### config.mk
export PLATFORM = sky130hd
export DESIGN_NAME = mpu_thread_mapman
export DESIGN_NICKNAME = d
export VERILOG_FILES = /design/src/rtl/mpu_thread_mapman_pkg.sv /design/src/rtl/mpu_thread_mapman_ringbuffctrl.sv /design/src/rtl/mpu_thread_mapman.sv
export SDC_FILE = /design/constraint.sdc
export NUM_CORES = 2
export LEC_CHECK = 0
export CORE_AREA = 4 4 319 321
export CTS_CLUSTER_DIAMETER = 60
export DETAILED_ROUTE_END_ITERATION = 10
export DIE_AREA = 0 0 323 325
export PLACE_DENSITY = 0.54
export SYNTH_ARGS = -nofsm -noshare
export SYNTH_HDL_FRONTEND = slang
export SYNTH_SLANG_ARGS = --single-unit
### constraint.sdc
create_clock -name clock -period 60 [get_ports clock]
set_clock_uncertainty 0.15 [all_clocks]
set_input_delay 15 -clock clock [delete_from_list [all_inputs] [get_ports clock]]
set_output_delay 15 -clock clock [all_outputs]
set_load 0.1 [all_outputs]
### src/rtl/mpu_thread_mapman_pkg.sv
// Shared types for the MPU thread map manager: address/ID types, table entry and FSM encoding.
package pkg_mpu;

    localparam int NUM_ENTRY_MAPMAN = 16;
    localparam int SIZE_THREAD_MEM  = 256;

    // One extra bit so a used-size equal to the whole memory is representable.
    localparam int MPU_ADDR_W = $clog2(SIZE_THREAD_MEM) + 1;
    localparam int ID_W       = 8;

    typedef logic [MPU_ADDR_W-1:0] mpu_address_t;
    typedef logic [ID_W-1:0]       id_t;

    typedef logic [1:0] fsm_mapman_t;
    localparam logic [1:0] MM_IDLE  = 2'd0;
    localparam logic [1:0] MM_CMP   = 2'd1;
    localparam logic [1:0] MM_GRANT = 2'd2;
    localparam logic [1:0] MM_DONE  = 2'd3;

    typedef struct packed {
        logic         valid;
        id_t          id;
        mpu_address_t base;
        mpu_address_t length;
    } mapman_entry_t;

endpackage

### src/rtl/mpu_thread_mapman_ringbuffctrl.sv
// Head/tail index control for the thread table ring; callers only push when an entry is free.
module RingBuffCTRL #(
    parameter int NUM_ENTRY = 16
) (
    input  logic                         clock,
    input  logic                         reset,
    input  logic                         push,
    input  logic                         pop,
    output logic [$clog2(NUM_ENTRY)-1:0] head,
    output logic [$clog2(NUM_ENTRY)-1:0] tail,
    output logic                         full,
    output logic                         empty
);

    localparam int IW = $clog2(NUM_ENTRY);
    localparam logic [IW:0] NUM_ENTRY_W = (IW + 1)'(NUM_ENTRY);

    logic [IW-1:0] head_q;
    logic [IW-1:0] tail_q;
    logic [IW:0]   count_q;

    always_ff @(posedge clock or posedge reset) begin
        if (reset) begin
            head_q  <= '0;
            tail_q  <= '0;
            count_q <= '0;
        end else begin
            if (pop)  head_q <= head_q + 1'b1;
            if (push) tail_q <= tail_q + 1'b1;
            case ({push, pop})
                2'b10:   count_q <= count_q + 1'b1;
                2'b01:   count_q <= count_q - 1'b1;
                default: count_q <= count_q;
            endcase
        end
    end

    assign head  = head_q;
    assign tail  = tail_q;
    assign full  = (count_q == NUM_ENTRY_W);
    assign empty = (count_q == '0);

endmodule

### src/rtl/mpu_thread_mapman.sv
// Map manager for MPU thread storage: store grants, dispatch lookups, in-order releases.
// Optional activity counters are compiled in with MPU_MAPMAN_STATS_EN.
module mpu_thread_mapman
    import pkg_mpu::*;
#(
    parameter int NUM_ENTRY = NUM_ENTRY_MAPMAN,
    parameter int SIZE_MEM  = SIZE_THREAD_MEM
) (
    input  logic         clock,
    input  logic         reset,
    input  logic         I_Req_St,
    input  id_t          I_ThreadID_St,
    input  mpu_address_t I_Length_St,
    output logic         O_Ack_St,
    output logic         O_Dup_St,
    output mpu_address_t O_Base_St,
    output mpu_address_t O_Used_Size,
    input  logic         I_Req_Lookup,
    input  id_t          I_ThreadID_Lookup,
    output logic         O_Valid_Lookup,
    output logic         O_Hit_Lookup,
    output mpu_address_t O_Base_Lookup,
    output mpu_address_t O_Length_Lookup,
    input  logic         I_Req_Release,
    input  id_t          I_ThreadID_Release,
    output logic         O_Err_Release,
    output logic         O_Full,
    output fsm_mapman_t  O_Dbg_State
`ifdef MPU_MAPMAN_STATS_EN
    ,
    output logic [31:0]  O_Num_Alloc,
    output logic [31:0]  O_Num_Stall
`endif
);

    localparam int IW = $clog2(NUM_ENTRY);
    localparam logic [MPU_ADDR_W:0] SIZE_MEM_W = (MPU_ADDR_W + 1)'(SIZE_MEM);
    localparam mpu_address_t        SIZE_MEM_A = mpu_address_t'(SIZE_MEM);

    mapman_entry_t table_q [NUM_ENTRY];
    fsm_mapman_t   state_q;
    id_t           st_id_q;
    mpu_address_t  st_len_q;
    logic          hit_q;
    mpu_address_t  hit_base_q;
    mpu_address_t  alloc_ptr_q;
    mpu_address_t  used_q;

    logic [IW-1:0] head;
    logic [IW-1:0] tail;
    logic          full;
    logic          empty;

    logic                  cmp_hit;
    mpu_address_t          cmp_base;
    logic                  lk_hit;
    mpu_address_t          lk_base;
    mpu_address_t          lk_len;
    logic                  rel_fire;
    logic                  alloc_fire;
    logic                  ack;
    logic [MPU_ADDR_W:0]   need;
    logic                  fits;
    mpu_address_t          ptr_sum;
    mpu_address_t          alloc_nxt;
    logic                  valid_lk_q;
    logic                  hit_lk_q;
    mpu_address_t          base_lk_q;
    mpu_address_t          len_lk_q;
    logic                  err_q;

    RingBuffCTRL #(.NUM_ENTRY(NUM_ENTRY)) u_ring (
        .clock (clock),
        .reset (reset),
        .push  (alloc_fire),
        .pop   (rel_fire),
        .head  (head),
        .tail  (tail),
        .full  (full),
        .empty (empty)
    );

    // IDs are unique in the table, so at most one entry can match either search.
    always_comb begin
        cmp_hit  = 1'b0;
        cmp_base = '0;
        lk_hit   = 1'b0;
        lk_base  = '0;
        lk_len   = '0;
        for (int i = 0; i < NUM_ENTRY; i++) begin
            if (table_q[i].valid && table_q[i].id == st_id_q) begin
                cmp_hit  = 1'b1;
                cmp_base = table_q[i].base;
            end
            if (table_q[i].valid && table_q[i].id == I_ThreadID_Lookup) begin
                lk_hit  = 1'b1;
                lk_base = table_q[i].base;
                lk_len  = table_q[i].length;
            end
        end
    end

    // A same-cycle release frees a table slot for the grant, but its words only count next cycle.
    always_comb begin
        rel_fire   = I_Req_Release && !empty;
        need       = {1'b0, used_q} + {1'b0, st_len_q};
        fits       = (need <= SIZE_MEM_W);
        alloc_fire = (state_q == MM_GRANT) && !hit_q && (!full || rel_fire) && fits;
        ack        = (state_q == MM_GRANT) && (hit_q || alloc_fire);
        ptr_sum    = alloc_ptr_q + st_len_q;
        alloc_nxt  = (ptr_sum >= SIZE_MEM_A) ? ptr_sum - SIZE_MEM_A : ptr_sum;
    end

    always_ff @(posedge clock or posedge reset) begin
        if (reset) begin
            state_q    <= MM_IDLE;
            st_id_q    <= '0;
            st_len_q   <= '0;
            hit_q      <= 1'b0;
            hit_base_q <= '0;
        end else begin
            case (state_q)
                MM_IDLE: begin
                    if (I_Req_St) begin
                        st_id_q  <= I_ThreadID_St;
                        st_len_q <= I_Length_St;
                        state_q  <= MM_CMP;
                    end
                end
                MM_CMP: begin
                    hit_q      <= cmp_hit;
                    hit_base_q <= cmp_base;
                    state_q    <= MM_GRANT;
                end
                MM_GRANT: begin
                    if (ack) state_q <= MM_DONE;
                end
                default: begin
                    if (!I_Req_St) state_q <= MM_IDLE;
                end
            endcase
        end
    end

    // When the ring is full, head and tail alias: the release clears the slot and the grant refills it.
    always_ff @(posedge clock or posedge reset) begin
        if (reset) begin
            for (int i = 0; i < NUM_ENTRY; i++) table_q[i] <= '0;
            alloc_ptr_q <= '0;
            used_q      <= '0;
        end else begin
            if (rel_fire) table_q[head].valid <= 1'b0;
            if (alloc_fire) begin
                table_q[tail] <= '{valid: 1'b1, id: st_id_q, base: alloc_ptr_q, length: st_len_q};
                alloc_ptr_q   <= alloc_nxt;
            end
            used_q <= used_q - (rel_fire ? table_q[head].length : '0)
                             + (alloc_fire ? st_len_q : '0);
        end
    end

    always_ff @(posedge clock or posedge reset) begin
        if (reset) begin
            valid_lk_q <= 1'b0;
            hit_lk_q   <= 1'b0;
            base_lk_q  <= '0;
            len_lk_q   <= '0;
            err_q      <= 1'b0;
        end else begin
            valid_lk_q <= I_Req_Lookup;
            hit_lk_q   <= I_Req_Lookup && lk_hit;
            base_lk_q  <= I_Req_Lookup ? lk_base : '0;
            len_lk_q   <= I_Req_Lookup ? lk_len : '0;
            err_q      <= I_Req_Release && (empty || table_q[head].id != I_ThreadID_Release);
        end
    end

    assign O_Ack_St        = ack;
    assign O_Dup_St        = ack && hit_q;
    assign O_Base_St       = ack ? (hit_q ? hit_base_q : alloc_ptr_q) : '0;
    assign O_Used_Size     = used_q;
    assign O_Valid_Lookup  = valid_lk_q;
    assign O_Hit_Lookup    = hit_lk_q;
    assign O_Base_Lookup   = base_lk_q;
    assign O_Length_Lookup = len_lk_q;
    assign O_Err_Release   = err_q;
    assign O_Full          = full;
    assign O_Dbg_State     = state_q;

`ifdef MPU_MAPMAN_STATS_EN
    logic [31:0] num_alloc_q;
    logic [31:0] num_stall_q;

    always_ff @(posedge clock or posedge reset) begin
        if (reset) begin
            num_alloc_q <= '0;
            num_stall_q <= '0;
        end else begin
            if (alloc_fire && num_alloc_q != '1) num_alloc_q <= num_alloc_q + 1'b1;
            if ((state_q == MM_GRANT) && !ack && num_stall_q != '1) num_stall_q <= num_stall_q + 1'b1;
        end
    end

    assign O_Num_Alloc = num_alloc_q;
    assign O_Num_Stall = num_stall_q;
`endif

endmodule

==> results.ini <==
[clock_network]
clockBufferDepth = 3
cts_max_level = 2
cts_tree = built
cts_inserted_buffers = 58
root_buffer = clkbuf_16
post-cts-setup-buffers = 0
ctsHoldBuffers = 0
cts_resized = 0
clock-sinks = 512
insertion_delay_ns = 0.67
cts.clk_slew.worst_paths_ns = 0.07

[die]
placementRows = 116
start_util_pct = 29.8
die_x_um = 323
die_area_um2 = 105000
io_pins = 82
die_h_um = 325
core_area_um2 = 99300

[synthesis]
async_flop_share_pct = 100
synth-seq-cells = 512
synth-edff-count = 0
synth.area.top_cells = dfrtp_1 (43%), o2bb2ai_1 (7.4%), xnor2_1 (6.9%), mux4_2 (6.5%), o21ai_0 (6.3%)
yosysTopAreaCell = dfrtp_1
dominantRegCellSynth = dfrtp_1
syn-num-nets = 3036
synth_top_area_share_pct = 43.4
syn-cell-area_um2 = 29600
ys_types = 78
synthCells = 2946
synth.avg_cell_area_um2 = 10.0
ys_seq_area_share_pct = 43.4
ys_warn_count = 0

[placed_design]
gp_congestion = 0.906
placed_cell_area_um2 = 31800
io_buffers = 81
dp.final_hpwl_mm = 74.5

[timing]
finalSetupViolCount = 0
min_period_ns = 34.43
tns_ns = 0
holdWs_ns = 0.366
worst_slew_pin_slew_ns = 1.20
slew_violations = 0
max_freq_mhz = 29.0
fin_crit_sh_pct = 57.4
hold_viol = 0
rsz0062_at_grt = false
max-slew-margin-rel_pct = 19.5

[setup_path]
cp_data_required_time_ns = 44.85
endpoint_kind = output pin
cp_slowest_stage_delay_ns = 1.15
cp_max_fo = 28
arrival_ns = 19.28
critical_path.startpoint_type = input pin
crit_type = in2out
crit_chain = clkdlybuf4s50_1 -> o311ai_0 -> nor4_1 -> o21ai_1 -> a211oi_2 -> or2_1 -> buf_4 -> nor2_1 -> nor2_1 -> clkdlybuf4s50_1
critPathSlowestCell = clkdlybuf4s50_1

[global_routing]
grt.overflow.total = 0
first_global_vias = 25072
grt_max_degree = 183
antenna_found_initial = 4
grt_pass1_wl_mm = 173
grt_usage_pct = 22.0

[cells_and_area]
syn2layout_area_growth_pct = 14.7
drive_above_1_share_pct = 11.2
nets = 3021
final_area_um2 = 33900
nFillCells = 10032

[drt]
post_drt_wl_per_cell_um = 27.4
first_pass_iters = 6
drt_iter0_drc = 2916
vias_per_cell = 5.96
drc_errors = 0
ant_nets = 0
dr_total_vias = 25486
drt-total-wl_mm = 117

[power]
peakVddDrop_mv = 0.0371
p_per_area_nw_per_um2 = 54.5
p_leak_nw = 13.2

[outcome]
status = finished, final reports clean

[run]
max_cap_violations = 0

[worst_hold_path]
hp-class = reg2reg

-- sequential cells by signal, summed over array words and instances, names as in the netlist, 5 cells and up --
| name | cells |
|---|---|
| O_Base_Lookup | 9 |
| O_Length_Lookup | 9 |
| O_Used_Size | 9 |
| alloc_ptr_q | 8 |
| hit_base_q | 9 |
| st_id_q | 8 |
| st_len_q | 9 |
| table_q | 432 |
| u_ring.count_q | 5 |
-- Yosys cell counts (all sizes together) (18+ instances only) --
master / count
a211o: 18
a211oi: 18
a21oi: 80
a221oi: 30
a22oi: 23
a31oi: 26
buf: 63
clkbuf: 167
dfrtp: 512
ha: 41
inv: 71
mux2: 19
mux2i: 18
mux4: 85
nand2: 250
nand3: 107
nand4: 48
nor2: 106
nor3: 79
o211ai: 24
o21a: 18
o21ai: 380
o221ai: 26
o2bb2ai: 250
or3: 21
xnor2: 233
xor2: 59
-- layer usage --
metal	up-vias	GRT usage (%)	share of wire (%)
met2	1338	34.0	45
met4	0	11.4	5.7
met1	12896	29.1	41
li1	10924	-	-
met5	-	0	0
met3	328	4.35	8.5
-- worst paths after layout --
| check | start | depth (start not counted) | slack, ns | to |
|---|---|---|---|---|
| setup / recovery | I_Req_Release | 10 | 25.57 | O_Base_St[5] |
| hold / removal | table_q[2] | 1 | 0.37 | table_q[2] |
| setup reg to reg | st_len_q[0] | 21 | 53.84 | O_Used_Size[8] |
| hold reg to reg | table_q[2] | 1 | 0.37 | table_q[2] |
| max in group asynchronous | reset | 5 | 41.91 | u_ring.tail[1] |
| min in group asynchronous | reset | 2 | 14.69 | st_id_q[1] |
-- final cells by class --
class / instances / area [um2] / share of cell area (%)
clock inverter: 28 / 429 / 1.27
antenna: 1 / 2.50 / 0.00738
timing repair buffer: 155 / 1390 / 4.11
inverter: 71 / 274 / 0.809
sequential: 512 / 12800 / 37.8
tap: 1298 / 1620 / 4.79
clock buffer: 81 / 1650 / 4.86
multi-input combinational: 2133 / 15700 / 46.3
-- placed cells by master, fill, tap and decap left out, types with 48 or more instances in the layout --
cell / Yosys / layout
dfrtp_1: 512 / 510
o21ai_0: 371 / 371
nand2_1: 250 / 250
o2bb2ai_1: 250 / 250
xnor2_1: 233 / 233
nor2_1: 106 / 105
nand3_1: 97 / 97
mux4_2: 85 / 85
clkdlybuf4s50_1: 0 / 81
a21oi_1: 80 / 80
buf_4: 1 / 72
inv_1: 70 / 69
nor3_1: 79 / 65
xor2_1: 59 / 59
clkbuf_16: 0 / 58
nand4_1: 48 / 48
-- power breakdown --
group	leakage, nW	switching [mW]	internal (mW)
clock network	1.03	0.160	0.235
logic	5.30	0.478	0.331
registers	6.89	0.171	0.473
-- metrics by stage --
stage	power (mW)	worst slack [ns]	util, %	std cells
floorplan	1.19	27.22	-	2946
global placement	1.44	25.61	32.0	4169
detailed placement	1.44	25.57	32.0	4169
CTS	1.84	25.56	34.1	4278
global route	1.95	25.39	34.1	4278
finish	1.85	25.57	34.1	4279
-- critical path: cells and delay by family --
family | cells | cell delay [ns]
buf+inv | 3 | 2.38
compound gates | 3 | 1.01
simple gates | 4 | 0.86
-- logic make-up (layout without fill, tap and decap cells) --
logic type,after synthesis,in the layout,synth area share (%)
mux,122,122,7.81
flops,512,512,43.4
fa+ha+maj,52,52,2.48
buf+inv,301,335,4.08
simple gates,698,698,11.3
xor+xnor,292,292,8.65
other cells,0,1,0
compound gates,969,969,22.3
Power figures use the tool's default switching activity.
